### config.mk
export PLATFORM = sky130hd
export DESIGN_NAME = uart_transmitter_flat
export DESIGN_NICKNAME = d
export VERILOG_FILES = /design/src/rtl/uart_transmitter_if.sv /design/src/rtl/uart_transmitter.sv /design/src/flat_wrapper.sv
export SDC_FILE = /design/constraint.sdc
export NUM_CORES = 1
export LEC_CHECK = 0
export BUFFER_PORTS_ARGS = -buffer_cell sky130_fd_sc_hd__buf_4
export CAP_MARGIN = 30
export CORE_UTILIZATION = 61
export DETAILED_ROUTE_END_ITERATION = 16
export PLACE_DENSITY = 0.87
export SKIP_LAST_GASP = 1
export SYNTH_ARGS = -nofsm -noshare
export SYNTH_HDL_FRONTEND = slang
export SYNTH_SLANG_ARGS = --single-unit
### constraint.sdc
create_clock -name tx_clk -period 4.7 [get_ports tx_clk]
set_input_delay 1.175 -clock tx_clk [delete_from_list [all_inputs] [get_ports tx_clk]]
set_output_delay 1.175 -clock tx_clk [all_outputs]
set_load 0.005 [all_outputs]
### src/rtl/uart_transmitter_if.sv
// Character handshake between a producer and the UART transmit stage.
interface uart_transmitter_if;
  logic [6:0] data_in;
  logic       data_valid;
  logic       data_ready;

  modport master (output data_in, output data_valid, input data_ready);
  modport slave  (input data_in, input data_valid, output data_ready);
endinterface

### src/rtl/uart_transmitter.sv
// UART transmit stage: start, parity, d6..d0 MSB first, STOP_BITS stop bits, paced by tx_en.
// Define UART_TX_FIFO_EN to replace the single holding register with a FIFO_DEPTH-entry FIFO.
module uart_transmitter #(
  parameter int unsigned STOP_BITS  = 1,
  parameter bit          PARITY_ODD = 1'b0,
  parameter int unsigned FIFO_DEPTH = 4
) (
  input  logic              tx_clk,
  input  logic              reset,
  input  logic              tx_en,
  uart_transmitter_if.slave bus,
  output logic              tx,
  output logic              busy,
  output logic              parity
);

  localparam logic [1:0] IDLE = 2'd0;
  localparam logic [1:0] SEND = 2'd1;
  localparam logic [1:0] STOP = 2'd2;

  if (STOP_BITS < 1 || STOP_BITS > 2 || FIFO_DEPTH < 2 ||
      (FIFO_DEPTH & (FIFO_DEPTH - 1)) != 0) begin : g_bad_param
    $error("uart_transmitter: illegal STOP_BITS or FIFO_DEPTH");
  end

  logic [1:0] state;
  logic [7:0] shreg;
  logic [3:0] bit_cnt;
  logic       buf_empty;
  logic [6:0] buf_data;
  logic       push;
  logic       pop;
  logic       frame_end;
  logic       new_par;

  assign push      = bus.data_valid && bus.data_ready;
  assign frame_end = (state == STOP) && (bit_cnt == 4'(STOP_BITS - 1));
  // The strobe that closes the last stop period may launch the next frame directly.
  assign pop       = tx_en && !buf_empty && ((state == IDLE) || frame_end);
  assign new_par   = PARITY_ODD ? ~^buf_data : ^buf_data;
  assign busy      = (state != IDLE);

`ifdef UART_TX_FIFO_EN
  localparam int unsigned PW = $clog2(FIFO_DEPTH);

  logic [6:0]    mem [FIFO_DEPTH];
  logic [PW-1:0] wr_ptr;
  logic [PW-1:0] rd_ptr;
  logic [PW:0]   count;

  always_ff @(posedge tx_clk) begin
    if (push) mem[wr_ptr] <= bus.data_in;
  end

  always_ff @(posedge tx_clk) begin
    if (reset) begin
      wr_ptr <= '0;
      rd_ptr <= '0;
      count  <= '0;
    end else begin
      if (push) wr_ptr <= wr_ptr + 1'b1;
      if (pop)  rd_ptr <= rd_ptr + 1'b1;
      case ({push, pop})
        2'b10:   count <= count + 1'b1;
        2'b01:   count <= count - 1'b1;
        default: count <= count;
      endcase
    end
  end

  assign buf_empty      = (count == '0);
  assign buf_data       = mem[rd_ptr];
  assign bus.data_ready = (count != (PW + 1)'(FIFO_DEPTH));
`else
  logic [6:0] hold_reg;
  logic       hold_full;

  always_ff @(posedge tx_clk) begin
    if (push) hold_reg <= bus.data_in;
  end

  always_ff @(posedge tx_clk) begin
    if (reset)     hold_full <= 1'b0;
    else if (push) hold_full <= 1'b1;
    else if (pop)  hold_full <= 1'b0;
  end

  assign buf_empty      = !hold_full;
  assign buf_data       = hold_reg;
  assign bus.data_ready = !hold_full;
`endif

  always_ff @(posedge tx_clk) begin
    if (reset) begin
      state   <= IDLE;
      tx      <= 1'b1;
      parity  <= 1'b0;
      shreg   <= '0;
      bit_cnt <= '0;
    end else if (tx_en) begin
      case (state)
        IDLE: begin
          if (pop) begin
            state   <= SEND;
            tx      <= 1'b0;
            shreg   <= {new_par, buf_data};
            parity  <= new_par;
            bit_cnt <= '0;
          end
        end
        SEND: begin
          if (bit_cnt == 4'd8) begin
            tx      <= 1'b1;
            state   <= STOP;
            bit_cnt <= '0;
          end else begin
            tx      <= shreg[7];
            shreg   <= {shreg[6:0], 1'b0};
            bit_cnt <= bit_cnt + 1'b1;
          end
        end
        STOP: begin
          if (frame_end) begin
            bit_cnt <= '0;
            if (pop) begin
              state  <= SEND;
              tx     <= 1'b0;
              shreg  <= {new_par, buf_data};
              parity <= new_par;
            end else begin
              state  <= IDLE;
              parity <= 1'b0;
            end
          end else begin
            bit_cnt <= bit_cnt + 1'b1;
          end
        end
        default: begin
          state   <= IDLE;
          tx      <= 1'b1;
          parity  <= 1'b0;
          bit_cnt <= '0;
        end
      endcase
    end
  end

endmodule

### src/flat_wrapper.sv
// flat-port wrapper written by rule: the top's interface ports become plain ports
module uart_transmitter_flat 
#(
  parameter int unsigned STOP_BITS  = 1,
  parameter bit          PARITY_ODD = 1'b0,
  parameter int unsigned FIFO_DEPTH = 4
)
  (tx_clk, reset, tx_en, tx, busy, parity, bus_data_in, bus_data_valid, bus_data_ready);
  uart_transmitter_if bus_i ();
  input  logic tx_clk;
  input  logic reset;
  input  logic tx_en;
  output logic tx;
  output logic busy;
  output logic parity;
  input wire logic [$bits(bus_i.data_in)-1:0] bus_data_in;
  input wire logic [$bits(bus_i.data_valid)-1:0] bus_data_valid;
  output wire logic [$bits(bus_i.data_ready)-1:0] bus_data_ready;
  assign bus_i.data_in = bus_data_in;
  assign bus_i.data_valid = bus_data_valid;
  assign bus_data_ready = bus_i.data_ready;
  uart_transmitter #(.STOP_BITS(STOP_BITS), .PARITY_ODD(PARITY_ODD), .FIFO_DEPTH(FIFO_DEPTH)) u_core (.tx_clk(tx_clk), .reset(reset), .tx_en(tx_en), .bus(bus_i), .tx(tx), .busy(busy), .parity(parity));
endmodule
* After elaboration in Yosys (flattened, before gate mapping) *
Cells that the tools add are included.

word-level totals
  register bits after elaboration = 24
  input port bits = 11
  output and inout port bits = 4
  logic and storage cells = 56

operators by class
  $add $sub $neg = 1
  equal/unequal tests = 7
  muxes and demuxes = 23
  bitwise logic cells = 1
  reduce and logical (&&, ||, !) cells = 17

operators by type and width
  kind                                                                      number
  8-bit two-way mux                                                         3
  8-bit case mux with 3 select lines                                        1
  4-bit two-way mux                                                         3
  4-bit case mux with 3 select lines                                        1
  4-bit AND reduction                                                       3
  1-bit two-way mux                                                         9
  7-bit XOR reduction                                                       1
  2-bit two-way mux                                                         3
  2-bit by 1-bit inequality test with 1-bit output (second input constant)  3
  1-bit case mux with 3 select lines                                        2
  2-bit case mux with 3 select lines                                        1
  4-bit by 1-bit adder with 4-bit output (second input constant)            1
  4-bit equality test (second input constant)                               1
  1-bit logical AND                                                         4
  4-bit logical NOT                                                         1
  2-bit AND reduction                                                       2
  2-bit nonzero test                                                        2
  3-bit nonzero test                                                        1
  2-bit by 1-bit equality test with 1-bit output (second input constant)    1
  2-bit equality test (second input constant)                               1
  2-bit logical NOT                                                         1
  2-bit inequality test (second input constant)                             1
  1-bit logical NOT                                                         1
  1-bit logical OR                                                          1
  1-bit NOT                                                                 1

* Depth between registers and ports, before layout *
Gate-level depths: netlist of run 1.

  word-level depth = 7
  mapped depth = 6
  gate-level depth less buffers = 6

* Worst setup path before layout of run 1 *
OpenSTA, ideal clock, no wires.

  kind = input-to-reg
  start = input tx_en
  end = register u_core.shreg[7]
  setup time = 95 ps
  data arrival time = 2,084 ps
  required time = 4,605 ps
  setup slack = 2,521 ps
  stages = 4
  buffers on the path = 0
  path through = inv_1 > a2111oi_4 > or4b_1 > o311ai_1

on the way
  longest elaborated chain between the ends = 5
  elaborated cells on any way between the ends = 6
  those cells by class = 3 x mux; 3 x reduce/logical

ends and longest elaborated chain
  what                                RTL line                 RTL
  start, declared                     flat_wrapper.sv:12       input logic tx_en;
  1-bit logical AND (2 in a row)      uart_transmitter.sv:39   assign pop = tx_en && !buf_empty && ((state == IDLE) || frame_end);
  8-bit two-way mux (2 in a row)      --
  8-bit case mux with 3 select lines  --
  end signal, assigned                uart_transmitter.sv:106  shreg <= {new_par, buf_data};
  end signal, assigned                uart_transmitter.sv:118  shreg <= {shreg[6:0], 1'b0};
  end signal, assigned                uart_transmitter.sv:128  shreg <= {new_par, buf_data};
  end, declared                       uart_transmitter.sv:27   logic [7:0] shreg;

Parallel ways exist; a longest one is shown, timed or not. The select of a mux whose other input is x is not followed.
A chain may end at the register's enable or synchronous reset.

* Worst setup path in the final report of run 1 *
  start = register u_core.state[0]
  end = output busy

on the way
  longest elaborated chain between the ends = 1

ends and longest elaborated chain
  what                    RTL line                 RTL
  start, declared         uart_transmitter.sv:26   logic [1:0] state;
  start signal, assigned  uart_transmitter.sv:95   state <= IDLE;
  start signal, assigned  uart_transmitter.sv:104  state <= SEND;
  start signal, assigned  uart_transmitter.sv:114  state <= STOP;
  2-bit nonzero test      uart_transmitter.sv:41   assign busy = (state != IDLE);
  end, declared           flat_wrapper.sv:14       output logic busy;

No other way between the ends.

==> metrics.cfg, run 1 <==
[synth]
netlist_top_cells_area=dfxtp_1 (26%), edfxtp_1 (16%), mux2i_1 (6.2%), ha_1 (5.8%), a21oi_1 (5.4%)
seq_area_frac_synth_pct=42.4
synth_warnings=0
synth_edf_count=7
ys_ff_latch=24
yosysUniqueCellTypes=38
syn_nets=148
synth_flop_cell=dfxtp_1
synth_cells=131
synthArstFlopShare_pct=0
synth_top_area_cell=dfxtp_1
synth_top_area_share_pct=26.2
syn_area_per_cell_sq_um=9.91
netlist_area_sq_um=1300

[clocking]
cts_buffer_depth=2
cts.sinks=24
cts_buffers=3
clkLatencyLatePin_ns=0.31
postCtsSetupRepairBufs=0
postCtsHoldBufs=0
h-tree-depth=1
cts_tree=built
cts_resized=0
root_buffer=clkbuf_4
clk_pin_slew_ns=0.13

[global_routing]
grt_usage_pct=25.2
grt_pass1_vias=917
grt_max_degree=21
grt_pass1_wl_um=4050
overflow=0
antenna_found_initial=0

[placement]
place_congestion=0.915
dp_hpwl_um=1880
io_buffer_count=14
place_area_sq_um=1410

[worst_setup_path]
worstPathArrival_ns=1.29
startpoint_type=flip-flop
regToRegStartpoint=u_core.state[1]$_SDFFE_PP0P_
cp_max_fo=6
cp_data_required_time_ns=3.52
ff2ff_setup_slack_ns=2.41
crit_type=reg2out
crit_top_cell=inv_1
crit_end=busy
cp-end-kind=output port
startpoint=u_core.state[0]$_SDFFE_PP0P_
cpMaxStageDelayCell=dfxtp_1
max_stage_delay_ns=0.41
path_buf_inv=3
crit_chain=inv_1 -> ha_1 -> inv_1 -> buf_4
rr_worst_depth=6
r2r_end=u_core.bit_cnt[2]$_SDFFE_PP0P_
crit_cells=4
critical-path-top-delay-family=flip-flops

[timing]
fin_crit_sh_pct=52.4
setup_tns_ns=0
rsz0062_at_grt=no
final.setup_skew_ns=0.00529
hold_violations=0
whs_ns=0.509
report.final.slew_viol_count=0
slew_headroom_pct=52.8
worstMarginPinSlew_ns=0.709
setup_viol=0
max_freq_mhz=406
period_minus_slack_ns=2.46

[power_and_ir_drop]
p_comb_share_pct=28.6
p_clk_share_pct=19.5
seqPwrFrac_pct=51.9
net-switching-power_uw=147
ir_drop_v=0.000257
swShare_pct=31.0
p_leak_uw=0.000521
p_per_area_nw_per_um2=330
p_int_uw=328

[layout]
final_common_cell=dfxtp_1
synthToLayoutAreaGrowth_pct=10.6
drive_above_1_share_pct=16.0
fin_util_pct=72.5
fin_nets=162
layout_common_cells=dfxtp_1 (17), a21oi_1 (14), buf_4 (14)
fin_area_sq_um=1440
num_antenna_cells=0

[route]
viasPerCell=6.01
vias=1028
drt_iter0_drc=31
ant_nets=0
drc=0
wl_per_cell_um=14.9
drt_wl_total_um=2550
firstDrtPassIters=4

[die]
die_x_um=48.1
die_h_um=48.1
die_area_sq_um=2320
start_util_pct=65.5
core_area_sq_um=1980
top_level_ports=15
num_rows=16

[worst_hold_path]
hold_class=reg2reg

[job]
maxCapViolations=0

[status]
run_status=completed

cell usage after synthesis (all sizes together), types with 2 or more instances:
cell     n
a211oi   7
a21oi   14
a31oi    4
buf      2
clkbuf   3
dfxtp   17
edfxtp   7
ha       6
inv     10
mux2i    8
nand2    9
nand2b   2
nand3    2
nand3b   2
nand4    2
nor2     7
nor2b    4
o21ai    6
or4      2
xnor3    2
flip-flops by register name (all words and copies together) (netlist names):
name              flops
u_core.bit_cnt        4
u_core.parity         1
u_core.state          2
u_core.hold_full      1
u_core.buf_data       7
u_core.tx             1
u_core.shreg          8
tightest hold or removal path, delay by kind of cell, from the launching register on:
| kind | cells | cell delay, ns |
|---|---|---|
| simple gates | 1 | 0.07 |
| flops | 1 | 0.34 |
| compound gates | 1 | 0.07 |
logic make-up after synthesis:
| logic type | count (synthesis) | synth area share, % |
|---|---|---|
| XOR/XNOR | 4 | 5.11 |
| AO/OA/AOI/OAI | 37 | 19.1 |
| flip-flops | 24 | 42.4 |
| AND/OR/NAND/NOR | 37 | 16.5 |
| buffers and inverters | 15 | 5.01 |
| multiplexers | 8 | 6.17 |
| adder cells (fa/ha/maj) | 6 | 5.78 |
worst min path at each step:
stage,startpoint,endpoint,slack [ns],cells after the start
2_1_floorplan,u_core.shreg[0]$_SDFFE_PP0P_,u_core.shreg[0]$_SDFFE_PP0P_,0.45,2
3_3_place_gp,u_core.shreg[0]$_SDFFE_PP0P_,u_core.shreg[0]$_SDFFE_PP0P_,0.47,2
3_5_place_dp,u_core.shreg[0]$_SDFFE_PP0P_,u_core.shreg[0]$_SDFFE_PP0P_,0.48,2
4_1_cts,u_core.shreg[0]$_SDFFE_PP0P_,u_core.shreg[0]$_SDFFE_PP0P_,0.51,2
5_1_grt,u_core.parity$_SDFFE_PP0P_,u_core.parity$_SDFFE_PP0P_,0.53,2
6_report,u_core.parity$_SDFFE_PP0P_,u_core.parity$_SDFFE_PP0P_,0.51,2
layer usage:
layer,global-route usage [%],wire length (um),vias up,part of all wire [%]
met2,42.1,1240,38,49
met3,4.44,116,6,4.5
li1,-,-,504,-
met5,0,0,-,0
met4,6.11,26,0,1.0
met1,34.0,1170,480,46
metrics by stage:
step / std cells / power [uW] / setup slack (ns)
after floorplan: 131 / 346 / 2.52
after global placement: 167 / 377 / 2.35
after detailed placement: 167 / 385 / 2.28
after CTS: 171 / 476 / 2.23
after global routing: 171 / 495 / 2.16
final: 171 / 475 / 2.24
power groups by stage:
| stage | clock network (uW) | registers [uW] | logic (uW) |
|---|---|---|---|
| floorplan | 0 | 246 | 100 |
| detailed placement | 0 | 251 | 134 |
| global placement | 0 | 249 | 128 |
| finish | 92.4 | 246 | 136 |
| CTS | 94.7 | 246 | 135 |
| global route | 99.3 | 249 | 147 |
layout make-up:
class | count | area [sq um]
clock inverters | 1 | 3.75
multi-input cells | 92 | 683
well taps | 27 | 33.8
clock buffers | 3 | 22.5
repair buffers | 14 | 105
fillers | 150 | 546
inverters | 10 | 37.5
flip-flops and latches | 24 | 551
Power figures use the tool's default switching activity.
==> run 2: changes to the inputs <==
CORE_UTILIZATION = 56   (was 61)
PLACE_DENSITY = 0.81   (was 0.87)
clock period = 2.4 ns   (was 4.7 ns; I/O delays follow)
==> metrics.cfg, run 2 (synthesized netlist as in run 1, its figures left out) <==
[status]
run_status=completed

[route]
ant_nets=0
wl_per_cell_um=14.3
viasPerCell=6.02
drt_wl_total_um=2470
drt_iter0_drc=33
vias=1041
firstDrtPassIters=4
drc=0

[clocking]
clkLatencyLatePin_ns=0.32
cts_tree=built
postCtsHoldBufs=0
cts_buffers=3
cts.sinks=24
cts_resized=0
postCtsSetupRepairBufs=0
root_buffer=clkbuf_4
cts_buffer_depth=2
clk_pin_slew_ns=0.14
h-tree-depth=1

[die]
start_util_pct=59.3
top_level_ports=15
die_x_um=50.2
die_h_um=50.2
core_area_sq_um=2190
num_rows=17
die_area_sq_um=2520

[worst_setup_path]
startpoint_type=flip-flop
cp_data_required_time_ns=2.64
path_buf_inv=1
cp_max_fo=5
crit_chain=inv_1 -> ha_1 -> or3b_4 -> a2111oi_4 -> or4b_1 -> o311ai_1
critical-path-top-delay-family=simple AND/OR/NAND/NOR gates
cpMaxStageDelayCell=or4b_1
crit_type=reg2reg
cp-end-kind=flip-flop
worstPathArrival_ns=2.48
max_stage_delay_ns=0.51

[layout]
drive_above_1_share_pct=17.2
ff_latch_area_sq_um=551
num_antenna_cells=0
regMostFlops=u_core.shreg
synthToLayoutAreaGrowth_pct=13.3
fin_nets=163
multi_input_area_sq_um=683
layout_common_cells=dfxtp_1 (17), buf_4 (15), a21oi_1 (14)
fill_cells=169
final_common_cell=dfxtp_1
largest_register_ffs=8

[power_and_ir_drop]
p_per_area_nw_per_um2=707
ir_drop_v=0.000488
p_leak_uw=0.000539

[timing]
slew_headroom_pct=53.4
hold_violations=0
final.setup_skew_ns=0.00923
report.final.slew_viol_count=0
period_minus_slack_ns=2.24
setup_viol=0
setup_tns_ns=0
rsz0062_at_grt=no
whs_ns=0.447
max_freq_mhz=447
fin_crit_sh_pct=93.3
worstMarginPinSlew_ns=0.695

[placement]
dp_hpwl_um=1770
io_buffer_count=14
place_congestion=0.790

[global_routing]
grt_pass1_vias=967
grt_usage_pct=21.4
grt_max_degree=21
grt_pass1_wl_um=4060
overflow=0
antenna_found_initial=0

[worst_hold_path]
hold_class=in2reg

[job]
maxCapViolations=0

run 2: routing by layer:
metal,wire length (um),global-route usage (%),share of wire (%),vias up
met4,42,13.3,1.7,0
met3,74,2.73,3.0,5
met1,1180,27.7,48,494
met2,1170,33.6,47,35
li1,-,-,-,507
met5,0,0,0,-
run 2: final timing paths:
check	start	to	slack, ns	cells past startpoint
worst min-delay path	bus_data_in[0]	u_core.buf_data[0]$_DFFE_PP_	0.45	1
worst min register to register	u_core.bit_cnt[1]$_SDFFE_PP0P_	u_core.bit_cnt[1]$_SDFFE_PP0P_	0.50	2
worst max-delay path	u_core.bit_cnt[0]$_SDFFE_PP0P_	u_core.shreg[7]$_SDFFE_PP0P_	0.16	6
worst max register to register	u_core.bit_cnt[0]$_SDFFE_PP0P_	u_core.shreg[7]$_SDFFE_PP0P_	0.16	6
run 2: metrics by stage:
| step | instance area (sq um) | worst slack, ns | instances | util [%] | power, uW |
|---|---|---|---|---|---|
| detailed placement | 1420 | 0.251 | 169 | 64.8 | 752 |
| finish | 1470 | 0.161 | 173 | 67.2 | 1040 |
| global placement | 1420 | 0.361 | 169 | 64.8 | 744 |
| global route | 1470 | 0.0598 | 173 | 67.2 | 1090 |
| CTS | 1470 | 0.184 | 173 | 67.2 | 1050 |
| floorplan | 1300 | 0.426 | 131 | - | 679 |
run 2: final cells by class:
type | count | area share [%]
sequential | 24 | 37.4
multi-input combinational | 92 | 46.4
clock inverter | 1 | 2.04
tap | 28 | 2.38
timing repair buffer | 15 | 7.65
inverter | 10 | 2.55
clock buffer | 3 | 1.53
run 2: worst register-to-register path, cell delays in order, from the launching register on:
cell and delay, ns:
dfxtp_1 0.36, inv_1 0.09, ha_1 0.23, or3b_4 0.43
a2111oi_4 0.41, or4b_1 0.51, o311ai_1 0.11
run 2: report_power, final:
| part | internal, uW | switching (uW) |
|---|---|---|
| combinational | 126 | 138 |
| sequential | 456 | 24.8 |
| clock | 169 | 127 |
